--- src/rtl/shift_pkg.sv ---
// Shift-mode encodings shared by the pipelined shifter and the ALU decoder.
package shift_pkg;

    typedef enum logic [1:0] {
        SH_LSL = 2'd0,
        SH_LSR = 2'd1,
        SH_ASR = 2'd2,
        SH_ROR = 2'd3
    } shift_mode_e;

endpackage

--- src/rtl/shift_pipe_if.sv ---
// Valid/ready operand and result bus of the pipelined shifter.
interface shift_pipe_if
    import shift_pkg::*;
#(
    parameter int WIDTH = 32
);
    localparam int SHW = $clog2(WIDTH);

    logic              in_valid;
    logic              in_ready;
    logic [WIDTH-1:0]  in_data;
    logic [SHW-1:0]    in_amount;
    shift_mode_e       in_mode;
    logic              in_carry;

    logic              out_valid;
    logic              out_ready;
    logic [WIDTH-1:0]  out_data;
    logic              out_carry;
    logic              out_zero;

    modport slave (
        input  in_valid, in_data, in_amount, in_mode, in_carry, out_ready,
        output in_ready, out_valid, out_data, out_carry, out_zero
    );

    modport master (
        output in_valid, in_data, in_amount, in_mode, in_carry, out_ready,
        input  in_ready, out_valid, out_data, out_carry, out_zero
    );

endinterface

--- src/rtl/shift_stage.sv ---
// One combinational shifter level: shifts by DIST when active, and replaces the
// travelling carry with the last bit shifted out.
module shift_stage
    import shift_pkg::*;
#(
    parameter int WIDTH = 32,
    parameter int DIST  = 1
) (
    input  logic              active,
    input  shift_mode_e       mode,
    input  logic [WIDTH-1:0]  data,
    input  logic              sign,
    input  logic              carry,
    output logic [WIDTH-1:0]  res_data,
    output logic              res_carry
);

    always_comb begin
        // NOTE: outputs get defaults before the case so no path can infer a latch.
        res_data  = data;
        res_carry = carry;
        if (active) begin
            case (mode)
                SH_LSL: begin
                    res_data  = {data[WIDTH-DIST-1:0], {DIST{1'b0}}};
                    res_carry = data[WIDTH-DIST];
                end
                SH_LSR: begin
                    res_data  = {{DIST{1'b0}}, data[WIDTH-1:DIST]};
                    res_carry = data[DIST-1];
                end
                SH_ASR: begin
                    // sign is the operand's original MSB, carried alongside the data
                    res_data  = {{DIST{sign}}, data[WIDTH-1:DIST]};
                    res_carry = data[DIST-1];
                end
                SH_ROR: begin
                    res_data  = {data[DIST-1:0], data[WIDTH-1:DIST]};
                    res_carry = data[DIST-1];
                end
            endcase
        end
    end

endmodule

--- src/rtl/shift_pipe.sv ---
// Pipelined barrel shifter: one register level per shift-amount bit, LSB level
// first, with a single global stall driven by the output handshake.
module shift_pipe
    import shift_pkg::*;
#(
    parameter int WIDTH = 32
) (
    input  logic         clk,
    input  logic         rst,
    shift_pipe_if.slave  bus
);

    localparam int SHW = $clog2(WIDTH);

    typedef struct packed {
        logic              valid;
        logic [WIDTH-1:0]  data;
        logic [SHW-1:0]    amount;
        shift_mode_e       mode;
        logic              carry;
        logic              sign;
    } slice_t;

    slice_t [SHW-1:0] src;
    slice_t [SHW-1:0] nxt;
    slice_t [SHW-1:0] regs;
    logic             en;
    logic             unused_fields;

    assign en = !regs[SHW-1].valid || bus.out_ready;

    assign src[0] = '{valid:  bus.in_valid,
                      data:   bus.in_data,
                      amount: bus.in_amount,
                      mode:   bus.in_mode,
                      carry:  bus.in_carry,
                      sign:   bus.in_data[WIDTH-1]};

    for (genvar k = 0; k < SHW; k++) begin : g_level
        logic [WIDTH-1:0] st_data;
        logic             st_carry;

        if (k > 0) begin : g_link
            assign src[k] = regs[k-1];
        end

        shift_stage #(
            .WIDTH (WIDTH),
            .DIST  (1 << k)
        ) u_stage (
            .active    (src[k].amount[k]),
            .mode      (src[k].mode),
            .data      (src[k].data),
            .sign      (src[k].sign),
            .carry     (src[k].carry),
            .res_data  (st_data),
            .res_carry (st_carry)
        );

        assign nxt[k] = '{valid:  src[k].valid,
                          data:   st_data,
                          amount: src[k].amount,
                          mode:   src[k].mode,
                          carry:  st_carry,
                          sign:   src[k].sign};
    end

    // NOTE: the data fields are reset too, so out_zero reads 1 out of reset instead of X.
    always_ff @(posedge clk or posedge rst) begin
        if (rst) begin
            // NOTE: sequential state uses non-blocking assignments so every level samples pre-edge values.
            regs <= '0;
        end else if (en) begin
            regs <= nxt;
        end
    end

    assign bus.in_ready  = en;
    assign bus.out_valid = regs[SHW-1].valid;
    assign bus.out_data  = regs[SHW-1].data;
    assign bus.out_carry = regs[SHW-1].carry;
    assign bus.out_zero  = (regs[SHW-1].data == '0);

    assign unused_fields = ^{regs[SHW-1].amount, regs[SHW-1].mode, regs[SHW-1].sign};

endmodule

--- src/flat_wrapper.sv ---
// flat-port wrapper written by rule: the top's interface ports become plain ports
module shift_pipe_flat import shift_pkg::*;
#(
    parameter int WIDTH = 32
)
  (clk, rst, bus_in_valid, bus_in_data, bus_in_amount, bus_in_mode, bus_in_carry, bus_out_ready, bus_in_ready, bus_out_valid, bus_out_data, bus_out_carry, bus_out_zero);
  shift_pipe_if #(.WIDTH(WIDTH)) bus_i ();
  input  logic clk;
  input  logic rst;
  input wire logic [$bits(bus_i.in_valid)-1:0] bus_in_valid;
  input wire logic [$bits(bus_i.in_data)-1:0] bus_in_data;
  input wire logic [$bits(bus_i.in_amount)-1:0] bus_in_amount;
  input wire logic [$bits(bus_i.in_mode)-1:0] bus_in_mode;
  input wire logic [$bits(bus_i.in_carry)-1:0] bus_in_carry;
  input wire logic [$bits(bus_i.out_ready)-1:0] bus_out_ready;
  output wire logic [$bits(bus_i.in_ready)-1:0] bus_in_ready;
  output wire logic [$bits(bus_i.out_valid)-1:0] bus_out_valid;
  output wire logic [$bits(bus_i.out_data)-1:0] bus_out_data;
  output wire logic [$bits(bus_i.out_carry)-1:0] bus_out_carry;
  output wire logic [$bits(bus_i.out_zero)-1:0] bus_out_zero;
  assign bus_i.in_valid = bus_in_valid;
  assign bus_i.in_data = bus_in_data;
  assign bus_i.in_amount = bus_in_amount;
  assign bus_i.in_mode = bus_in_mode;
  assign bus_i.in_carry = bus_in_carry;
  assign bus_i.out_ready = bus_out_ready;
  assign bus_in_ready = bus_i.in_ready;
  assign bus_out_valid = bus_i.out_valid;
  assign bus_out_data = bus_i.out_data;
  assign bus_out_carry = bus_i.out_carry;
  assign bus_out_zero = bus_i.out_zero;
  shift_pipe #(.WIDTH(WIDTH)) u_core (.clk(clk), .rst(rst), .bus(bus_i));
endmodule
--- config.mk ---
export PLATFORM = sky130hd
export DESIGN_NAME = shift_pipe_flat
export DESIGN_NICKNAME = d
export VERILOG_FILES = /design/src/rtl/shift_pkg.sv /design/src/rtl/shift_pipe_if.sv /design/src/rtl/shift_stage.sv /design/src/rtl/shift_pipe.sv /design/src/flat_wrapper.sv
export SDC_FILE = /design/constraint.sdc
export NUM_CORES = 1
export LEC_CHECK = 0
export BUFFER_PORTS_ARGS = -buffer_cell sky130_fd_sc_hd__buf_4
export CORE_MARGIN = 3
export CORE_UTILIZATION = 66
export DETAILED_ROUTE_END_ITERATION = 7
export PLACE_DENSITY = 0.86
export SETUP_SLACK_MARGIN = 0.05
export SLEW_MARGIN = 25
export SYNTH_ARGS = -nofsm -noshare
export SYNTH_HDL_FRONTEND = slang
export SYNTH_SLANG_ARGS = --single-unit
--- constraint.sdc ---
create_clock -name clk -period 9.2 [get_ports clk]
set_input_delay 0.46 -clock clk [delete_from_list [all_inputs] [get_ports clk]]
set_output_delay 0.46 -clock clk [all_outputs]
set_load 0.005 [all_outputs]
**Yosys cells after proc, flatten, opt, wreduce, memory -nomap -nowiden**

Cells that the tools add are included.

- Register bits: 202
- Bits of input ports: 44
- Output and inout bits: 36

- Equal/unequal tests: 15
- Mux-type cells: 20
- Reduce and logical (&&, ||, !) cells: 13

Operator list:

| kind | count |
|---|---|
| case mux 32 bit (4 select lines) | 5 |
| two-way mux 32 bit | 5 |
| logical NOT 32 bit | 1 |
| equality test 2 bit (second input constant) | 10 |
| OR reduction 3 bit | 5 |
| equality test 2 x 1 -> 1 bit (second input constant) | 5 |
| logical NOT 2 bit | 5 |
| case mux 1 bit (2 select lines) | 5 |
| two-way mux 1 bit | 5 |
| logical NOT 1 bit | 1 |
| logical OR 1 bit | 1 |

**Longest topological paths before layout**

- Depth in word-level cells: 4
- Mapped depth: 7

**By module**

Synthesis repeated with hierarchy kept, for this count alone.

- Cell total of the unflattened synthesis: 1141
- Area total of the unflattened synthesis: 12300.5 µm²

Modules (own cells, without submodules):

| module | seq. area each (µm²) | cells an instance | area each (µm²) | times used |
|---|---|---|---|---|
| shift_pipe | 4804.6 | 450 | 8140.3 | 1 |
| shift_stage at u_core.g_level[1].u_stage | 0.0 | 152 | 899.6 | 1 |
| shift_stage at u_core.g_level[2].u_stage | 0.0 | 149 | 870.8 | 1 |
| shift_stage at u_core.g_level[3].u_stage | 0.0 | 144 | 859.6 | 1 |
| shift_stage at u_core.g_level[4].u_stage | 0.0 | 135 | 818.3 | 1 |
| shift_stage at u_core.g_level[0].u_stage | 0.0 | 111 | 711.9 | 1 |

**Worst setup path after synthesis**

Ideal clock, no wire load.

- Kind: input port to output port
- Start point: in bus_out_ready
- End point: out bus_in_ready
- Buffers on the path: 3
- Slack: 7.681 ns
- Stages on the path: 5
- Data arrival time: 1.059 ns
- Required time: 8.740 ns
- Cells stage by stage: nor2b_1 -> buf_2 -> inv_2 -> buf_4 -> buf_2

- Longest elaborated chain between the ends: 1

Ends and longest elaborated chain:

| item | RTL line | RTL |
|---|---|---|
| start: declaration | flat_wrapper.sv:15 | `input wire logic [$bits(bus_i.out_ready)-1:0] bus_out_ready;` |
| logical OR 1 bit | shift_pipe.sv:30 | `assign en = !regs[SHW-1].valid \|\| bus.out_ready;` |
| end: declaration | flat_wrapper.sv:16 | `output wire logic [$bits(bus_i.in_ready)-1:0] bus_in_ready;` |

No other way between the ends.

**Worst setup path after layout**

- Start point: reg u_core.regs (netlist bit u_core.bus.out_valid)
- End point: reg u_core.regs[21] (netlist bit)

- Longest elaborated chain between the ends: 2

Ends and longest elaborated chain:

| item | RTL line | RTL |
|---|---|---|
| start: declaration | shift_pipe.sv:26 | `slice_t [SHW-1:0] regs;` |
| start signal: assignment | shift_pipe.sv:74 | `regs <= nxt;` |
| logical NOT 1 bit | shift_pipe.sv:30 |  |
| logical OR 1 bit | shift_pipe.sv:30 |  |

No other way between the ends.
A chain may end at the register's enable or synchronous reset.

==> reports/results.tsv <==
stage	metric	value	unit
timing	setup TNS	0	ps
timing	final setup fails	0	
finish	most frequent cells in the layout	o21ai_0, dfrtp_1, nand2_1, inv_1, o211a_1	
synth	largest family of logic cells by synthesized area	compound AO/OA/AOI/OAI gates	
floorplanning	Starting Density	68.8	%
synth	Post-Syn Nets	1270	
synth	mapped cell area	0.0107	mm2
finish	Final nets	1251	
finish	Final Instance Area	0.0116	mm2
worst_setup_path	crit path capture type	flop	
timing	Fmax	0.366	GHz
timing	RSZ-0062 raised after global routing	no	
floorplanning	# rows	45	
cts	clk_lat worst skew	450	ps
cts	Post-CTS Setup Inserts	0	
synth	Synth area leaders	dfrtp_1, o21ai_0, o211a_1	
placement	Post-DP Area	0.0110	mm2
timing	Tcrit/Tclk final	29.7	%
routing	total iterations of the first detailed-routing run	6	
grt	vias in the first global route	8171	
cts	CTS root buffer	clkbuf_16	
floorplanning	Die X	133	um
cts	Clk pin slew, worst setup/hold paths	70	ps
routing	DR vias/cell	6.46	
finish	most common cell after layout, fill and taps aside	o21ai_0	
finish	antenna diode count	0	
floorplanning	Die Y	133	um
timing	Final Max Slew Viols	0	
grt	largest net degree at the start of global routing	147	
finish	Area growth syn-to-layout	8.76	%
worst_setup_path	CP Data Required Time	9560	ps
flow_run	Max-Cap Viols	0	
cts	Clock Sinks	192	
synth	Synth top area share	45.1	%
timing	Final Hold Viols	0	
synth	simple-gate area share of the yosys netlist	7.90	%
worst_setup_path	CP arrival	3090	ps
routing	wire length per cell	17.9	um
grt	total track usage	28.8	%
timing	clock skew	7.65	ps
routing	DRC viols	0	
worst_setup_path	crit path launch type	flop	
worst_hold_path	Min-Delay Path Class	input port to asynchronous set/reset pin	
placement	routability-driven placement congestion ratio	0.842	
timing	slew at the pin closest to its max-slew limit	1030	ps
cts	htree depth	4	
worst_setup_path	Levels on crit path	6	
synth	sequential area share after synthesis	45.1	%
synth	Mapped Cells	1226	
worst_setup_path	top cell family by delay on the critical path	buffers and inverters	
synth	Yosys top cell by area	dfrtp_1	
synth	Synth Area in XOR/XNOR	0.153	%
routing	Final ANT Viol Nets	0	
worst_setup_path	Top cell by count, worst path	buf_4	
synth	Synth Area in Compound Gates	35.4	%
worst_setup_path	delay of the slowest critical-path stage	720	ps
worst_setup_path	CP Cell Sequence	nor2b_4 -> buf_4 -> inv_6 -> buf_4 -> o21ai_0 -> o22ai_1	
worst_setup_path	Buf+Inv Stages, Crit Path	3	
synth	post-synth cell types	32	
pwr	Max VDD drop	0.190	mV
cts	clk buf depth	2	
grt	global-route wire length before repair	42000	um
routing	starting DRC count in detailed routing	898	
grt	initial antenna violation count	0	
floorplanning	Core Box Area	0.0155	mm2
cts	Resized Gates After CTS	0	
floorplanning	Die Footprint	0.0177	mm2
worst_setup_path	FF-to-FF Start	u_core.bus.out_valid	
worst_setup_path	slowest CP cell	buf_4	
run_status	status	complete, no violations	
worst_setup_path	Critical path origin	u_core.bus.out_valid	
cts	TritonCTS Buffers	17	
cts	CTS tree	built	
pwr	Power Dens Cells	351	mW/mm2
worst_setup_path	Worst Setup EP	u_core.regs[21]	
synth	post-synthesis adder-cell area fraction	0	%
timing	min cycle time layout	2730	ps
finish	layout cells sized above 1	11.0	%
timing	Rel. slew slack	31.0	%
placement	HPWL after DPL	16700	um
routing	Total Wirelength	25600	um
synth	Post-Syn Area per Cell	8.70	um2
grt	gr ovfl total	0	
synth	Synth warnings	0	
placement	# port buffers	79	
floorplanning	Top Ports	80	
routing	Vias	9238	
pwr	P_leak	5.84	nW
worst_setup_path	reg2reg setup slack	6470	ps
finish	fillers	1141	
worst_setup_path	crit path max fanout	146	
worst_setup_path	R2R depth	6	
cts	cts hold-fix bufs	0	
worst_setup_path	r2r endpoint	u_core.regs[21]	
synth	Yosys reg bits	192	
worst_setup_path	Crit Path Category	flop to flop	
synth	post-synthesis mux area share	1.41	%
==> cell families (layout without fill, tap and decap cells) <==
kind of cell | after synthesis | in the layout
flops | 192 | 192
mux | 15 | 15
simple gates | 199 | 199
compound gates | 570 | 570
xor+xnor | 1 | 1
buf+inv | 249 | 243
==> final cells by class <==
cell class / count / area [um2] / area share [%]
repair buffers: 90 / 707 / 6.10
clock buffers: 18 / 429 / 3.70
multi-input cells: 785 / 4780 / 41.3
flip-flops and latches: 192 / 4810 / 41.5
inverters: 121 / 467 / 4.03
well taps: 211 / 264 / 2.28
clock inverters: 14 / 135 / 1.17
==> worst min-delay path by stage <==
stage / from / to / cells after the start
2_1_floorplan: u_core.nxt[209] / u_core.nxt[209] / 2
3_3_place_gp: u_core.nxt[209] / u_core.nxt[209] / 2
3_5_place_dp: u_core.nxt[209] / u_core.nxt[209] / 2
4_1_cts: rst / u_core.bus.out_data[27] / 2
5_1_grt: rst / u_core.bus.out_data[25] / 2
6_report: rst / u_core.bus.out_data[27] / 2
==> Yosys cell counts (all sizes together) <==
library cell	number
nor2b	15
a21boi	1
a311oi	14
or2	3
buf	61
nand3b	1
nand3	15
o21a	1
nand4	2
inv	121
dfrtp	192
clkbuf	67
a2bb2oi	16
o311a	32
o21ai	315
o211a	102
nand2	153
mux2i	15
o22ai	73
a21oi	14
xor2	1
nor4	8
nor2	1
nand2b	1
o211ai	2
==> state kept, by name (all words and copies together) (netlist names) <==
| name | count |
|---|---|
| u_core.bus.out_data | 32 |
| u_core.regs | 132 |
| u_core.nxt | 26 |
| u_core.bus.out_carry | 1 |
| u_core.bus.out_valid | 1 |
==> stage by stage <==
| stage | power [mW] | setup WS, ps | utilization (%) | std cells | hold slack (ps) |
|---|---|---|---|---|---|
| after floorplan | 2.85 | 3510 | - | 1226 | 430 |
| after global placement | 3.23 | 6460 | 70.9 | 1397 | 443 |
| after detailed placement | 3.31 | 6390 | 70.9 | 1397 | 448 |
| after CTS | 4.03 | 6480 | 74.6 | 1429 | 185 |
| after global routing | 4.37 | 6150 | 74.9 | 1431 | 194 |
| final | 4.07 | 6470 | 74.9 | 1431 | 135 |
==> layer usage <==
layer | GRT usage [%] | routed length, um | vias to the layer above
met4 | 11.5 | 810 | 0
met2 | 45.5 | 12200 | 399
li1 | - | - | 4348
met5 | 0 | 0 | -
met1 | 40.3 | 11000 | 4444
met3 | 4.57 | 1610 | 47
==> report_power, final <==
part	internal, mW	total (mW)	switching, mW
Combinational	0.717	1.71	0.992
Clock	0.377	0.709	0.332
Sequential	1.25	1.65	0.406
Total	2.34	4.07	1.73
Note: power is estimated with default switching activity, not from simulation.
